$ cat config.mk
export PLATFORM = sky130hd
export DESIGN_NAME = axi_wr_burst_sink
export DESIGN_NICKNAME = d
export VERILOG_FILES = /design/src/rtl/axi_wr_burst_sink.sv
export SDC_FILE = /design/constraint.sdc
export NUM_CORES = 1
export LEC_CHECK = 0
export ABC_AREA = 1
export ABC_CLOCK_PERIOD_IN_PS = 2200
export CORE_MARGIN = 3
export CORE_UTILIZATION = 25
export CTS_CLUSTER_DIAMETER = 150
export DETAILED_ROUTE_END_ITERATION = 6
export MAX_ROUTING_LAYER = met4
export PLACE_DENSITY = 0.57
export SYNTH_ARGS = -nofsm -noshare
export SYNTH_HDL_FRONTEND = slang
export SYNTH_SLANG_ARGS = --single-unit
$ cat constraint.sdc
create_clock -name axi_aclk -period 2.2 [get_ports axi_aclk]
set_input_delay 0.55 -clock axi_aclk [delete_from_list [all_inputs] [get_ports axi_aclk]]
set_output_delay 0.55 -clock axi_aclk [all_outputs]
set_load 0.1 [all_outputs]
$ cat src/rtl/axi_wr_burst_sink.sv
// AXI4 write-channel slave that terminates write bursts.
// One AW request is accepted at a time. Each W beat is forwarded to a simple
// registered memory write port with an incrementing address. The number of
// beats actually received is checked against AWLEN. A matching burst gets an
// OKAY response, and a short or long burst gets SLVERR.
module axi_wr_burst_sink #(
  parameter int    ASIZE     = 32,
  parameter int    DSIZE     = 64,
  parameter int    IDSIZE    = 4,
  parameter int    LSIZE     = 8,
  parameter int    ADDR_STEP = 1,
  parameter int    ID        = 0,
  parameter string LOCK_ID   = "OFF"
) (
  input  logic                 axi_aclk,
  input  logic                 axi_aresetn,
  input  logic [IDSIZE-1:0]    axi_awid,
  input  logic [ASIZE-1:0]     axi_awaddr,
  input  logic [LSIZE-1:0]     axi_awlen,
  input  logic                 axi_awvalid,
  output logic                 axi_awready,
  input  logic [DSIZE-1:0]     axi_wdata,
  input  logic [DSIZE/8-1:0]   axi_wstrb,
  input  logic                 axi_wlast,
  input  logic                 axi_wvalid,
  output logic                 axi_wready,
  output logic [IDSIZE-1:0]    axi_bid,
  output logic [1:0]           axi_bresp,
  output logic                 axi_bvalid,
  input  logic                 axi_bready,
  output logic                 mem_we,
  output logic [ASIZE-1:0]     mem_addr,
  output logic [DSIZE-1:0]     mem_wdata,
  output logic [DSIZE/8-1:0]   mem_wstrb,
  output logic                 burst_done,
  output logic [15:0]          len_err_cnt
);

  localparam int SSIZE = DSIZE / 8;

  // When LOCK_ON is set, only requests that carry the configured ID are accepted.
  localparam bit                LOCK_ON  = (LOCK_ID == "ON");
  localparam logic [IDSIZE-1:0] ID_MATCH = IDSIZE'(ID);
  localparam logic [ASIZE-1:0]  STEP     = ASIZE'(ADDR_STEP);
  localparam logic [LSIZE:0]    CNT_ONE  = (LSIZE+1)'(1);
  localparam logic [1:0]        RESP_OK  = 2'b00;
  localparam logic [1:0]        RESP_ERR = 2'b10;

  typedef enum logic [1:0] {
    ST_IDLE = 2'd0,
    ST_DATA = 2'd1,
    ST_RESP = 2'd2
  } state_t;

  state_t              state_q,       state_d;
  logic [ASIZE-1:0]    cur_addr_q,    cur_addr_d;
  // exp_len has one extra bit so that awlen = all-ones (2^LSIZE beats) can be represented.
  logic [LSIZE:0]      exp_len_q,     exp_len_d;
  logic [LSIZE:0]      beat_cnt_q,    beat_cnt_d;
  logic                err_q,         err_d;
  logic [IDSIZE-1:0]   bid_q,         bid_d;
  logic [1:0]          bresp_q,       bresp_d;
  logic                mem_we_q,      mem_we_d;
  logic [ASIZE-1:0]    mem_addr_q,    mem_addr_d;
  logic [DSIZE-1:0]    mem_wdata_q,   mem_wdata_d;
  logic [SSIZE-1:0]    mem_wstrb_q,   mem_wstrb_d;
  logic                burst_done_q,  burst_done_d;
  logic [15:0]         len_err_cnt_q, len_err_cnt_d;

  logic                id_ok;
  logic                aw_hs;
  logic                w_hs;
  logic                b_hs;
  logic                beat_in_range;
  logic [LSIZE:0]      beat_cnt_inc;

  // awready depends on awid combinationally, not on awvalid.
  // It is also held low while reset is asserted.
  assign id_ok       = !LOCK_ON || (axi_awid == ID_MATCH);
  assign axi_awready = axi_aresetn && (state_q == ST_IDLE) && id_ok;
  assign axi_wready  = (state_q == ST_DATA);
  assign axi_bvalid  = (state_q == ST_RESP);

  assign aw_hs = axi_awvalid && axi_awready;
  assign w_hs  = axi_wvalid  && axi_wready;
  assign b_hs  = axi_bvalid  && axi_bready;

  // The beat counter saturates so that a runaway overrun cannot wrap it back
  // into the in-range window. Once it is at all-ones it is already beyond any
  // possible exp_len.
  assign beat_cnt_inc  = (beat_cnt_q == '1) ? beat_cnt_q : (beat_cnt_q + CNT_ONE);
  assign beat_in_range = (beat_cnt_q < exp_len_q);

  assign axi_bid     = bid_q;
  assign axi_bresp   = bresp_q;
  assign mem_we      = mem_we_q;
  assign mem_addr    = mem_addr_q;
  assign mem_wdata   = mem_wdata_q;
  assign mem_wstrb   = mem_wstrb_q;
  assign burst_done  = burst_done_q;
  assign len_err_cnt = len_err_cnt_q;

  // Next-state logic, memory write staging and response bookkeeping.
  always_comb begin
    state_d       = state_q;
    cur_addr_d    = cur_addr_q;
    exp_len_d     = exp_len_q;
    beat_cnt_d    = beat_cnt_q;
    err_d         = err_q;
    bid_d         = bid_q;
    bresp_d       = bresp_q;
    mem_we_d      = 1'b0;
    mem_addr_d    = mem_addr_q;
    mem_wdata_d   = mem_wdata_q;
    mem_wstrb_d   = mem_wstrb_q;
    burst_done_d  = 1'b0;
    len_err_cnt_d = len_err_cnt_q;

    case (state_q)
      ST_IDLE: begin
        if (aw_hs) begin
          cur_addr_d = axi_awaddr;
          exp_len_d  = {1'b0, axi_awlen} + CNT_ONE;
          bid_d      = axi_awid;
          beat_cnt_d = '0;
          err_d      = 1'b0;
          state_d    = ST_DATA;
        end
      end

      ST_DATA: begin
        if (w_hs) begin
          beat_cnt_d = beat_cnt_inc;
          if (beat_in_range) begin
            // The write is registered, so it reaches the memory port one cycle after the beat.
            mem_we_d    = 1'b1;
            mem_addr_d  = cur_addr_q;
            mem_wdata_d = axi_wdata;
            mem_wstrb_d = axi_wstrb;
            cur_addr_d  = cur_addr_q + STEP;
          end else begin
            // Overrun beat: it is accepted on the bus but dropped.
            err_d = 1'b0 | 1'b1;
          end
          if (axi_wlast) begin
            // wlast arrived before the announced number of beats.
            if (beat_cnt_inc < exp_len_q) begin
              err_d = 1'b1;
            end
            bresp_d = err_d ? RESP_ERR : RESP_OK;
            state_d = ST_RESP;
          end
        end
      end

      ST_RESP: begin
        if (b_hs) begin
          burst_done_d = 1'b1;
          if (err_q && (len_err_cnt_q != 16'hFFFF)) begin
            len_err_cnt_d = len_err_cnt_q + 16'd1;
          end
          state_d = ST_IDLE;
        end
      end

      default: begin
        state_d = ST_IDLE;
      end
    endcase
  end

  // State and output registers.
  // Asserting reset mid-burst simply abandons the burst.
  always_ff @(posedge axi_aclk or negedge axi_aresetn) begin
    if (!axi_aresetn) begin
      state_q       <= ST_IDLE;
      cur_addr_q    <= '0;
      exp_len_q     <= '0;
      beat_cnt_q    <= '0;
      err_q         <= 1'b0;
      bid_q         <= '0;
      bresp_q       <= 2'b00;
      mem_we_q      <= 1'b0;
      mem_addr_q    <= '0;
      mem_wdata_q   <= '0;
      mem_wstrb_q   <= '0;
      burst_done_q  <= 1'b0;
      len_err_cnt_q <= '0;
    end else begin
      state_q       <= state_d;
      cur_addr_q    <= cur_addr_d;
      exp_len_q     <= exp_len_d;
      beat_cnt_q    <= beat_cnt_d;
      err_q         <= err_d;
      bid_q         <= bid_d;
      bresp_q       <= bresp_d;
      mem_we_q      <= mem_we_d;
      mem_addr_q    <= mem_addr_d;
      mem_wdata_q   <= mem_wdata_d;
      mem_wstrb_q   <= mem_wstrb_d;
      burst_done_q  <= burst_done_d;
      len_err_cnt_q <= len_err_cnt_d;
    end
  end

endmodule

Word-level counts from Yosys, hierarchy flattened
Index checks and enable logic that the tools add are counted.
{"block": "word_totals", "ram_bits": 0, "rom_bits": 0, "wordCells": 70, "register_bits": 181, "memories": 0, "out_inout_bits": 131, "latchBits": 0}
{"block": "classes", "n_mul": 0, "n_addsub": 4, "n_reduce_logical": 14, "n_lt_le_gt_ge": 2, "n_div": 0, "shifts": 0, "muxes": 28, "bitwise_logic": 0, "eq_ne": 9}
{"operator": "two-way mux 32 bit", "count": 3}
{"operator": "one-hot mux 32 bit (2 select lines)", "count": 1}
{"operator": "adder 32 x 1 -> 32 bit (second input constant)", "count": 1}
{"operator": "two-way mux 9 bit", "count": 3}
{"operator": "less-than comparator 9 bit", "count": 2}
{"operator": "one-hot mux 9 bit (2 select lines)", "count": 1}
{"operator": "adder 16 x 1 -> 16 bit (second input constant)", "count": 1}
{"operator": "!= test 16 bit (second input constant)", "count": 1}
{"operator": "two-way mux 1 bit", "count": 13}
{"operator": "AND reduction 3 bit", "count": 4}
{"operator": "two-way mux 2 bit", "count": 5}
{"operator": "adder 8 x 1 -> 9 bit (second input constant)", "count": 1}
{"operator": "adder 9 x 1 -> 9 bit (second input constant)", "count": 1}
{"operator": "== test 9 bit (second input constant)", "count": 1}
{"operator": "AND reduction 4 bit", "count": 2}
{"operator": "!= test 2 x 1 -> 1 bit (second input constant)", "count": 3}
{"operator": "one-hot mux 2 bit (3 select lines)", "count": 1}
{"operator": "logical AND 1 bit", "count": 5}
{"operator": "!= test 2 bit (second input constant)", "count": 2}
{"operator": "== test 2 x 1 -> 1 bit (second input constant)", "count": 1}
{"operator": "== test 2 bit (second input constant)", "count": 1}
{"operator": "zero test 2 bit", "count": 1}
{"operator": "one-hot mux 1 bit (2 select lines)", "count": 1}
{"operator": "AND reduction 2 bit", "count": 1}
{"operator": "nonzero test 2 bit", "count": 1}

Depth between registers and ports, before layout
Gate-level depths: netlist (run 1).
{"block": "logic_depth", "depth_word": 10, "mapped_depth": 16, "mapped_depth_nobuf": 16}

Worst setup path after synthesis (run 1)
OpenSTA, ideal clock, no wires.
{"block": "synth_path", "path_type": "input-to-reg", "from": "input port axi_aresetn", "to": "register cur_addr_q[11]", "setup_time_ps": 126, "cell_stages": 7, "n_path_buf": 1, "required_ps": 2074, "setup_slack_ps": -789, "arrival_time_ps": 2863, "cell_sequence": "nor3b_2 nand2_1 nand2_4 inv_2 a21oi_4 buf_4 o21ai_0"}
{"block": "synth_via", "elab_chain_cells": 4}
{"element": "start: declaration", "line_no": "16", "rtl": "input logic axi_aresetn,"}
{"element": "logical AND 1 bit", "line_no": "80", "rtl": "assign axi_awready = axi_aresetn && (state_q == ST_IDLE) && id_ok;"}
{"element": "logical AND 1 bit", "line_no": "84", "rtl": "assign aw_hs = axi_awvalid && axi_awready;"}
{"element": "!= test 2 bit (no source line)"}
{"element": "AND reduction 4 bit (no source line)"}
{"element": "end signal: assignment", "line_no": "191", "rtl": "cur_addr_q <= cur_addr_d;"}
{"element": "end: declaration", "line_no": "56", "rtl": "logic [ASIZE-1:0] cur_addr_q, cur_addr_d;"}
Every way passes these cells.
A chain may end at the register's enable or synchronous reset.

Worst setup path in the final report (run 1)
{"block": "layout_path", "from": "register beat_cnt_q[0]", "to": "register bresp_q[1], in the netlist axi_bresp[1]"}
{"block": "layout_via", "elab_chain_cells": 8, "word_cells_on_any_way": 11}
{"element": "start: declaration", "line_no": "59", "rtl": "logic [LSIZE:0] beat_cnt_q, beat_cnt_d;"}
{"element": "start signal: assignment", "line_no": "193", "rtl": "beat_cnt_q <= beat_cnt_d;"}
{"element": "adder 9 x 1 -> 9 bit or == test 9 bit (tied branches)", "line_no": "91", "rtl": "assign beat_cnt_inc = (beat_cnt_q == '1) ? beat_cnt_q : (beat_cnt_q + CNT_ONE);"}
{"element": "two-way mux 9 bit", "line_no": "91"}
{"element": "less-than comparator 9 bit", "line_no": "147", "rtl": "if (beat_cnt_inc < exp_len_q) begin"}
{"element": "two-way mux 1 bit *", "line_no": "147"}
{"element": "two-way mux 1 bit *", "line_no": "145", "rtl": "if (axi_wlast) begin"}
{"element": "two-way mux 1 bit *", "line_no": "132", "rtl": "if (w_hs) begin"}
{"element": "two-way mux 1 bit *", "line_no": "119", "rtl": "case (state_q)"}
{"element": "two-way mux 2 bit *", "line_no": "150", "rtl": "bresp_d = err_d ? RESP_ERR : RESP_OK;"}
{"element": "end signal: assignment", "line_no": "196", "rtl": "bresp_q <= bresp_d;"}
{"element": "end: declaration", "line_no": "62", "rtl": "logic [1:0] bresp_q, bresp_d;"}
Every way passes the cells marked *; elsewhere a longest branch is shown, timed or not. The select of a mux whose other input is x is not followed.

==> results by group, run 1 <==
Synth
  • Area leader, netlist: dfrtp_1
  • Number of synthesized flops with an enable pin: 0
  • Register area share after synthesis: 49.9%
  • Syn Inst Count: 1206
  • Yosys warnings: 0
  • Async set-reset flop share out of synthesis: 100%
  • Primary FF master, synth: dfrtp_1
  • Syn Nets: 1348
  • Synth top area share: 49.9%
  • Synthesized area: 9020 um2
  • Count of cell types in the netlist: 37
  • Top post-synthesis cells by area: dfrtp_1, nand2_1, nor2_1
  • Flops & latches, synth: 180
  • Syn avg cell area: 7.48 um2

Final layout
  • Layout cell share with drive strength beyond 1: 16.8%
  • Post-layout nets: 1626
  • Most frequent cells in the layout: nand2_1, dfrtp_1, buf_4
  • Commonest non-fill, non-tap cell in the layout: nand2_1
  • Area grow syn2layout: 42.2%
  • # fillers: 3687
  • Final Cell Area: 12800 um2
  • Final Non-Filler Cells: 1956

Timing
  • Slew Viols, Final: 0
  • Unrepaired setup endpoints after global routing: yes
  • Fmax: 464 MHz
  • Worst Max-Slew Pin Slew: 0.595 ns
  • Final hold violations: 0
  • Max-slew headroom: 60.4%
  • Final worst-path cycle share: 97.9%
  • Minimum clock period: 2.15 ns
  • Clk_skew: 0.0100 ns
  • # setup viols final: 0

Routing
  • Drt via density: 4.36
  • 1st-iter DRT viols: 474
  • WL final: 29700 um
  • DRC viols: 4
  • Antenna viol nets, final: 0
  • Via count: 8537
  • First-pass iteration count of the detailed router: 7
  • Avg WL per Cell: 15.2 um

Clock network
  • TritonCTS clock tree: yes
  • Clock sink total: 180
  • Total CTS buffers: 17
  • H-tree depth: 4
  • CTS root buf: clkbuf_16
  • Clk slew on worst S/H paths: 0.07 ns
  • Clk_lat worst skew: 0.44 ns
  • Clock Path Buffers: 2

Placed design
  • Dpl cell area: 12000 um2
  • Port Buf Inserts: 251
  • GP Congestion: 0.887
  • # placed instances: 1914
  • Hpwl dp: 21800 um

GRT
  • GR Util All Layers: 15.6%
  • Largest net degree at the start of global routing: 107
  • Initial antenna violation count: 4
  • Vias in the first global route: 8302
  • Global-route wire length before repair: 46100 um
  • Grt ovf: 0

Worst setup path
  • Required time at the worst-slack endpoint: 2.59 ns
  • Worst r2r dst: axi_bresp[1]
  • R2r setup slk: 0.05 ns
  • Reg2Reg Depth: 13
  • WS Path Type: flop to flop
  • Worst Setup End Kind: flop
  • WP data arrival: 2.54 ns
  • Reg-to-Reg Start: beat_cnt_q[0]
  • CP max FO: 2
  • Startpoint Class: flop

Floorplanning
  • Die H: 196 um
  • Rows: 68
  • Full die area: 38400 um2
  • Core area: 35100 um2
  • # IOs: 253
  • Die width: 196 um
  • Initial Utilization: 25.7%

Run
  • Maxcap violations: 0

Min path
  • Worst Hold Class: input pin to async pin

Status
  • Run status: finished with violations
  • Failing checks: design-rule violations
cells by family after synthesis:
group,count (synthesis),synth area share (%)
AND/OR/NAND/NOR,764,33.3
adder cells (fa/ha/maj),20,2.77
other,1,0.0416
flip-flops,180,49.9
AO/OA/AOI/OAI,88,5.25
buffers and inverters,124,5.89
XOR/XNOR,29,2.81
critical path, cell delays in order (launching register included):
cell,delay [ns]
dfrtp_1,0.37
ha_2,0.20
nand2_2,0.08
nor2_4,0.12
nand3_2,0.10
nand2_2,0.09
buf_4,0.11
xor2_2,0.15
ha_1,0.25
nand2_1,0.11
o21ai_0,0.11
a21oi_1,0.22
nand3_2,0.12
nand3_2,0.07
sequential cells by signal (all words and copies together), names as in the netlist:
register     flops
axi_bid          4
mem_addr        32
mem_we           1
mem_wstrb        8
len_err_cnt     16
mem_wdata       64
cur_addr_q      32
exp_len_q        9
beat_cnt_q       9
err_q            1
burst_done       1
state_q          2
axi_bresp        1
worst max-delay path by stage:
stage	from	to	slack, ns	cells past startpoint
after floorplan	axi_aresetn	cur_addr_q[22]	-0.17	8
after global placement	beat_cnt_q[0]	err_q	0.02	14
after detailed placement	beat_cnt_q[0]	axi_bresp[1]	0.02	14
after CTS	beat_cnt_q[0]	err_q	0.01	14
after global routing	beat_cnt_q[1]	err_q	-0.1	13
final	beat_cnt_q[0]	axi_bresp[1]	0.05	13
per-layer routing:
| layer | vias up | track usage (%) | part of all wire [%] | wire (um) |
|---|---|---|---|---|
| met5 | - | - | 0 | 0 |
| met4 | 0 | 3.78 | 1.0 | 300 |
| met3 | 14 | 4.71 | 7.6 | 2260 |
| met2 | 262 | 24.3 | 46 | 13700 |
| met1 | 3952 | 20.0 | 45 | 13500 |
| li1 | 4309 | - | - | - |
metrics by stage:
step	setup WS, ns	TNS [ns]	util (%)	hold WS [ns]
final	0.0457	0	36.6	0.255
after global routing	-0.0960	-0.192	36.6	0.276
after CTS	0.00961	0	36.0	0.252
after detailed placement	0.0157	0	34.3	0.466
after global placement	0.0200	0	34.3	0.463
after floorplan	-0.168	-4.32	-	0.254
Yosys cell counts (2+ instances only):
master      n
o21ai_1    17
a31oi_1     2
inv_2       4
o22ai_1     5
buf_1       2
nand3_1    50
xor2_1     21
nand2_1   594
inv_1      79
nand4_1     6
buf_6       2
buf_2      16
ha_1       20
nor2_1     99
clkbuf_1   11
nand2_4     2
xnor2_1     8
nor3_1      7
dfrtp_1   180
buf_4       8
a21oi_1     8
o21ai_0    50
final cells by class:
| cell class | count | area [um2] | share of cell area [%] |
|---|---|---|---|
| Tap cell | 455 | 569 | 4.44 |
| Multi-Input combinational cell | 902 | 4080 | 31.8 |
| Sequential cell | 180 | 4520 | 35.2 |
| Inverter | 85 | 330 | 2.57 |
| Timing Repair Buffer | 298 | 2760 | 21.5 |
| Antenna cell | 4 | 10.0 | 0.0780 |
| Clock buffer | 19 | 443 | 3.45 |
| Clock inverter | 13 | 121 | 0.946 |
timing repair:
action,CTS,global route
gates resized for setup,0,30
setup buffers,0,3
hold buffers,0,0
endpoints found under the setup margin,0,68
Power of run 1 is not shown: default switching activity piles up to over one toggle a cycle in this logic, so the estimate is an artifact.
==> inputs of run 2 (changes only) <==
Settings changed: CORE_ASPECT_RATIO set to 1.2.
==> run 2 against run 1 <==
- the run now ends clean
- setup slack about the same
- cell count decreased by 0.31%
- utilization shrank 0.52 points
- critical path type unchanged
- largest cell class unchanged
==> results by group, run 2 (synthesis results as in run 1) <==
Worst setup path
  • CP endpoint: err_q
  • Buf+Inv Stages, Crit Path: 2 (+1)
  • Reg-to-Reg Start: beat_cnt_q[1]
  • CP cell instances: ha_2, nand2_2, nor2_4, nand3_2, buf_6, nand2_2, o21a_1, inv_1, ha_1, nand2_1, nor4_2, nand2_1, nand3_2, nand3_1
  • CP peak stage delay: 0.36 ns (about the same)
  • WS Path Type: flop to flop
  • Startpoint Class: flop
  • Worst setup path startpoint: beat_cnt_q[1]
  • CP max stage cell: dfrtp_1
  • Reg2Reg Depth: 14 (+1)
  • Worst r2r dst: err_q
  • Worst Setup End Kind: flop
  • Required time at the worst-slack endpoint: 2.54 ns (-0.05 ns)
  • Worst path depth: 14 (+1)
  • R2r setup slk: 0.05 ns (about the same)
  • Cell family with most CP delay: simple AND/OR/NAND/NOR gates
  • WP data arrival: 2.49 ns (-0.05 ns)
  • CP max FO: 7 (+5)

Final layout
  • Final Cell Area: 12700 um2 (-0.77%)
  • # fillers: 3721 (+0.92%)
  • Post-layout nets: 1614 (-0.74%)
  • Layout cell share with drive strength beyond 1: 16.0% (-0.80 points)
  • Area grow syn2layout: 41.1%
  • Final core occ: 36.1% (-0.52 points)
  • Most frequent cells in the layout: nand2_1, dfrtp_1, buf_4
  • Commonest non-fill, non-tap cell in the layout: nand2_1
  • Max FFs per register: 64 (unchanged)

Placed design
  • Hpwl dp: 21500 um (-1.6%)
  • Dpl cell area: 12000 um2 (-0.53%)
  • GP Congestion: 0.893 (+0.62%)
  • Port Buf Inserts: 251 (unchanged)

Routing
  • WL final: 28900 um (-2.5%)
  • Antenna viol nets, final: 0 (unchanged)
  • 1st-iter DRT viols: 490 (+3.4%)
  • Via count: 8439 (-1.1%)
  • Drt via density: 4.33 (-0.84%)
  • Avg WL per Cell: 14.8 um (-2.2%)
  • DRC viols: 0 (-4)
  • First-pass iteration count of the detailed router: 5 (-2)

Timing
  • Slew Viols, Final: 0 (unchanged)
  • Max-slew headroom: 60.7% (+0.29 points)
  • Setup TNS: 0 ns (unchanged)
  • Clk_skew: 0.0149 ns (+0.00485 ns)
  • Final hold slack: 0.177 ns (-0.0787 ns)
  • Minimum clock period: 2.15 ns (-0.000128 ns)
  • Final hold violations: 0 (unchanged)
  • Unrepaired setup endpoints after global routing: yes
  • Worst Max-Slew Pin Slew: 0.590 ns (-0.00436 ns)
  • # setup viols final: 0 (unchanged)
  • Fmax: 464 MHz (about the same)
  • Final worst-path cycle share: 97.9% (about the same)

GRT
  • Largest net degree at the start of global routing: 104 (-2.8%)
  • GR Util All Layers: 15.4% (-0.17 points)
  • Initial antenna violation count: 4 (unchanged)
  • Vias in the first global route: 8316 (+0.17%)
  • Grt ovf: 0 (unchanged)
  • Global-route wire length before repair: 46300 um (+0.43%)

Status
  • Run status: completed

Floorplanning
  • Core area: 35300 um2 (+0.66%)
  • Rows: 75 (+10%)
  • # IOs: 253 (unchanged)
  • Die H: 214 um (+9.3%)
  • Initial Utilization: 25.6% (-0.17 points)
  • Die width: 179 um (-8.4%)
  • Full die area: 38400 um2 (about the same)

Min path
  • Worst Hold Class: input pin to async pin

Clock network
  • CTS Hold Bufs: 0 (unchanged)
  • Total CTS buffers: 17 (unchanged)
  • Clock sink total: 180 (unchanged)
  • CTS root buf: clkbuf_16
  • Clk slew on worst S/H paths: 0.08 ns (about the same)
  • Clock Path Buffers: 2 (unchanged)
  • TritonCTS clock tree: yes
  • H-tree depth: 4 (unchanged)
  • Clk_lat worst skew: 0.45 ns (about the same)

Run
  • Maxcap violations: 0 (unchanged)
## run 2: timing repair
item,in CTS,in global routing
buffers inserted,0,1
resized for setup,1,23
cloned,0,1
pin swaps,0,9
endpoints found under the hold margin,0,0
endpoints found under the setup margin,1,51
## run 2: per-stage QoR
stage	setup WS, ns	cells
2_1_floorplan	-0.168	1206
3_3_place_gp	0.0309	1913
3_5_place_dp	0.0687	1913
4_1_cts	0.0245	1944
5_1_grt	-0.117	1950
6_report	0.0458	1950
## run 2: layout make-up
| class | instances | area [um2] | share of cell area [%] |
|---|---|---|---|
| Inverter | 85 | 325 | 2.55 |
| Sequential cell | 180 | 4520 | 35.5 |
| Clock buffer | 17 | 425 | 3.34 |
| Timing Repair Buffer | 286 | 2600 | 20.4 |
| Multi-Input combinational cell | 902 | 4080 | 32.1 |
| Clock inverter | 14 | 201 | 1.58 |
| Antenna cell | 4 | 10.0 | 0.0786 |
| Tap cell | 462 | 578 | 4.54 |
## run 2: worst min-delay path by stage
stage | slack, ns | cells after the start | endpoint
6_report | 0.18 | 2 | exp_len_q[8]
5_1_grt | 0.21 | 2 | exp_len_q[8]
4_1_cts | 0.18 | 2 | exp_len_q[8]
3_5_place_dp | 0.47 | 2 | mem_wdata[63]
3_3_place_gp | 0.46 | 2 | mem_wdata[13]
2_1_floorplan | 0.25 | 0 | axi_bid[0]
## run 2: per-layer routing
metal | up-vias | wire [um] | track usage [%] | part of all wire (%)
met1 | 3878 | 13100 | 19.0 | 45
met5 | - | 0 | - | 0
met3 | 27 | 1670 | 4.12 | 5.8
met2 | 252 | 13600 | 24.7 | 47
li1 | 4282 | - | - | -
met4 | 0 | 522 | 5.06 | 1.8
Power of run 2 is left out for the same reason.
==> inputs of run 3 (changes only) <==
Settings changed: CORE_UTILIZATION 25 to 44, PLACE_DENSITY 0.57 to 0.85.
==> run 3 against run 2 <==
- utilization rose by 26 points
- cell area fell by 2.6%
- clock skew fell by 0.0017 ns
- worst hold slack got worse by 0.0089 ns
- die area fell by 42%
- setup slack got worse by 0.0019 ns
- wire length fell by 8.4%
- cell count fell by 11%
- sequential share of layout area rose by 0.94 points
- maximum frequency barely moved
==> results by group, run 3 (synthesis results as in run 1) <==
Status
  • Run status: completed

Routing
  • 1st-iter DRT viols: 549 (+12%)
  • First-pass iteration count of the detailed router: 7 (+2)
  • WL final: 26500 um (-8.4%)
  • Antenna viol nets, final: 0 (unchanged)
  • Drt via density: 4.97 (+15%)
  • DRC viols: 0 (unchanged)
  • Avg WL per Cell: 15.2 um (+2.5%)
  • Via count: 8656 (+2.6%)

Timing
  • Fmax: 464 MHz (about the same)
  • Clk_skew: 0.0132 ns (-0.00168 ns)
  • Slew Viols, Final: 0 (unchanged)
  • Final worst-path cycle share: 98.0% (about the same)
  • # setup viols final: 0 (unchanged)
  • Final hold violations: 0 (unchanged)
  • Worst Max-Slew Pin Slew: 0.788 ns (+0.198 ns)
  • PnR worst setup slack: 0.0439 ns (-0.00189 ns)
  • Max-slew headroom: 47.5% (-13 points)
  • Final hold slack: 0.168 ns (-0.00891 ns)
  • Unrepaired setup endpoints after global routing: yes
  • Minimum clock period: 2.16 ns (+0.00189 ns)

Floorplanning
  • Rows: 56 (-25%)
  • # IOs: 253 (unchanged)
  • Core area: 19800 um2 (-44%)
  • Die H: 163 um (-24%)
  • Die width: 137 um (-24%)
  • Full die area: 22300 um2 (-42%)
  • Initial Utilization: 45.5% (+20 points)

Final layout
  • Commonest non-fill, non-tap cell in the layout: nand2_1
  • Most frequent cells in the layout: nand2_1, dfrtp_1, buf_4
  • Max FFs per register: 64 (unchanged)
  • Post-layout nets: 1611 (-0.19%)
  • # fillers: 1675 (-55%)
  • Layout cell share with drive strength beyond 1: 15.9% (-0.18 points)
  • # diodes: 0 (-4)
  • Area grow syn2layout: 37.5%

Min path
  • Worst Hold Class: input pin to async pin

Worst setup path
  • Worst Setup End Kind: flop
  • CP max FO: 3 (-4)
  • Startpoint Class: flop
  • WS Path Type: flop to flop
  • WP data arrival: 2.52 ns (+0.03 ns)
  • Required time at the worst-slack endpoint: 2.56 ns (+0.02 ns)

Clock network
  • Clock Path Buffers: 2 (unchanged)
  • Total CTS buffers: 17 (unchanged)
  • Clk_lat worst skew: 0.43 ns (-0.02 ns)
  • H-tree depth: 4 (unchanged)
  • Clock sink total: 180 (unchanged)
  • TritonCTS clock tree: yes
  • CTS root buf: clkbuf_16
  • CTS Hold Bufs: 0 (unchanged)
  • Clk slew on worst S/H paths: 0.08 ns (about the same)

Placed design
  • Port Buf Inserts: 251 (unchanged)
  • Post-Place Worst Slack: -0.0694 ns (-0.138 ns)
  • Hpwl dp: 19300 um (-10%)
  • GP Congestion: 0.940 (+5.3%)

GRT
  • Largest net degree at the start of global routing: 120 (+15%)
  • Vias in the first global route: 8416 (+1.2%)
  • Global-route wire length before repair: 41000 um (-11%)
  • Initial antenna violation count: 0 (-4)
  • GR Util All Layers: 23.7% (+8.2 points)
  • Grt ovf: 0 (unchanged)

Run
  • Maxcap violations: 0 (unchanged)
run 3: cell count changes in the layout (fill, tap and decap cells not counted), moves of 3 or more:
cell       previous run  this run
buf_4               153       147
bufinv_16             4         0
diode_2               4         0
inv_8                 1         4
run 3: critical path, cell delays in order (launching register included):
cell	delay, ns
dfrtp_1	0.36
ha_2	0.20
nand2_2	0.07
nor2_4	0.14
nand3_2	0.11
nand2_2	0.09
buf_4	0.10
xor2_1	0.20
ha_1	0.27
nand2_1	0.10
o21ai_0	0.12
a21oi_2	0.15
nand3_2	0.11
nand3_2	0.09
run 3: final timing paths:
kind / from / to / slack (ns) / cells past startpoint
hold / removal: axi_aresetn / cur_addr_q[20] / 0.17 / 2
setup reg to reg: beat_cnt_q[1] / err_q / 0.04 / 13
min in group axi_aclk: mem_wdata[44] / mem_wdata[44] / 0.48 / 2
setup / recovery: beat_cnt_q[1] / err_q / 0.04 / 13
max in group asynchronous: axi_aresetn / beat_cnt_q[2] / 1.28 / 2
hold reg to reg: mem_wdata[44] / mem_wdata[44] / 0.48 / 2
run 3: final cells by class:
type | count | area (um2) | area share (%)
tap | 261 | 327 | 2.63
clock inverter | 14 | 136 | 1.10
sequential | 180 | 4520 | 36.4
inverter | 85 | 328 | 2.64
multi-input combinational | 902 | 4070 | 32.8
clock buffer | 18 | 439 | 3.54
timing repair buffer | 283 | 2590 | 20.9
run 3: what timing repair did:
item	in CTS	in global routing
hold endpoints to repair	0	0
pin swaps	0	9
resized for setup	3	21
cloned	0	3
setup endpoints to repair	2	89
setup buffers	0	1
run 3: stage by stage:
| stage | setup TNS (ns) | instance area (um2) | instances | util, % |
|---|---|---|---|---|
| final | 0 | 12400 | 1743 | 62.6 |
| after global routing | -0.387 | 12400 | 1743 | 62.6 |
| after CTS | 0 | 12300 | 1739 | 61.9 |
| after detailed placement | -0.102 | 11700 | 1707 | 58.9 |
| after global placement | 0 | 11700 | 1707 | 58.9 |
| after floorplan | -4.32 | 9090 | 1206 | - |
run 3: routing by layer:
metal	up-vias	global-route usage (%)	share of wire, %
met5	-	-	0
met4	0	7.01	2.3
met3	44	4.82	6.9
met2	302	39.9	49
met1	4031	28.7	41
li1	4279	-	-
Power of run 3 is left out for the same reason.
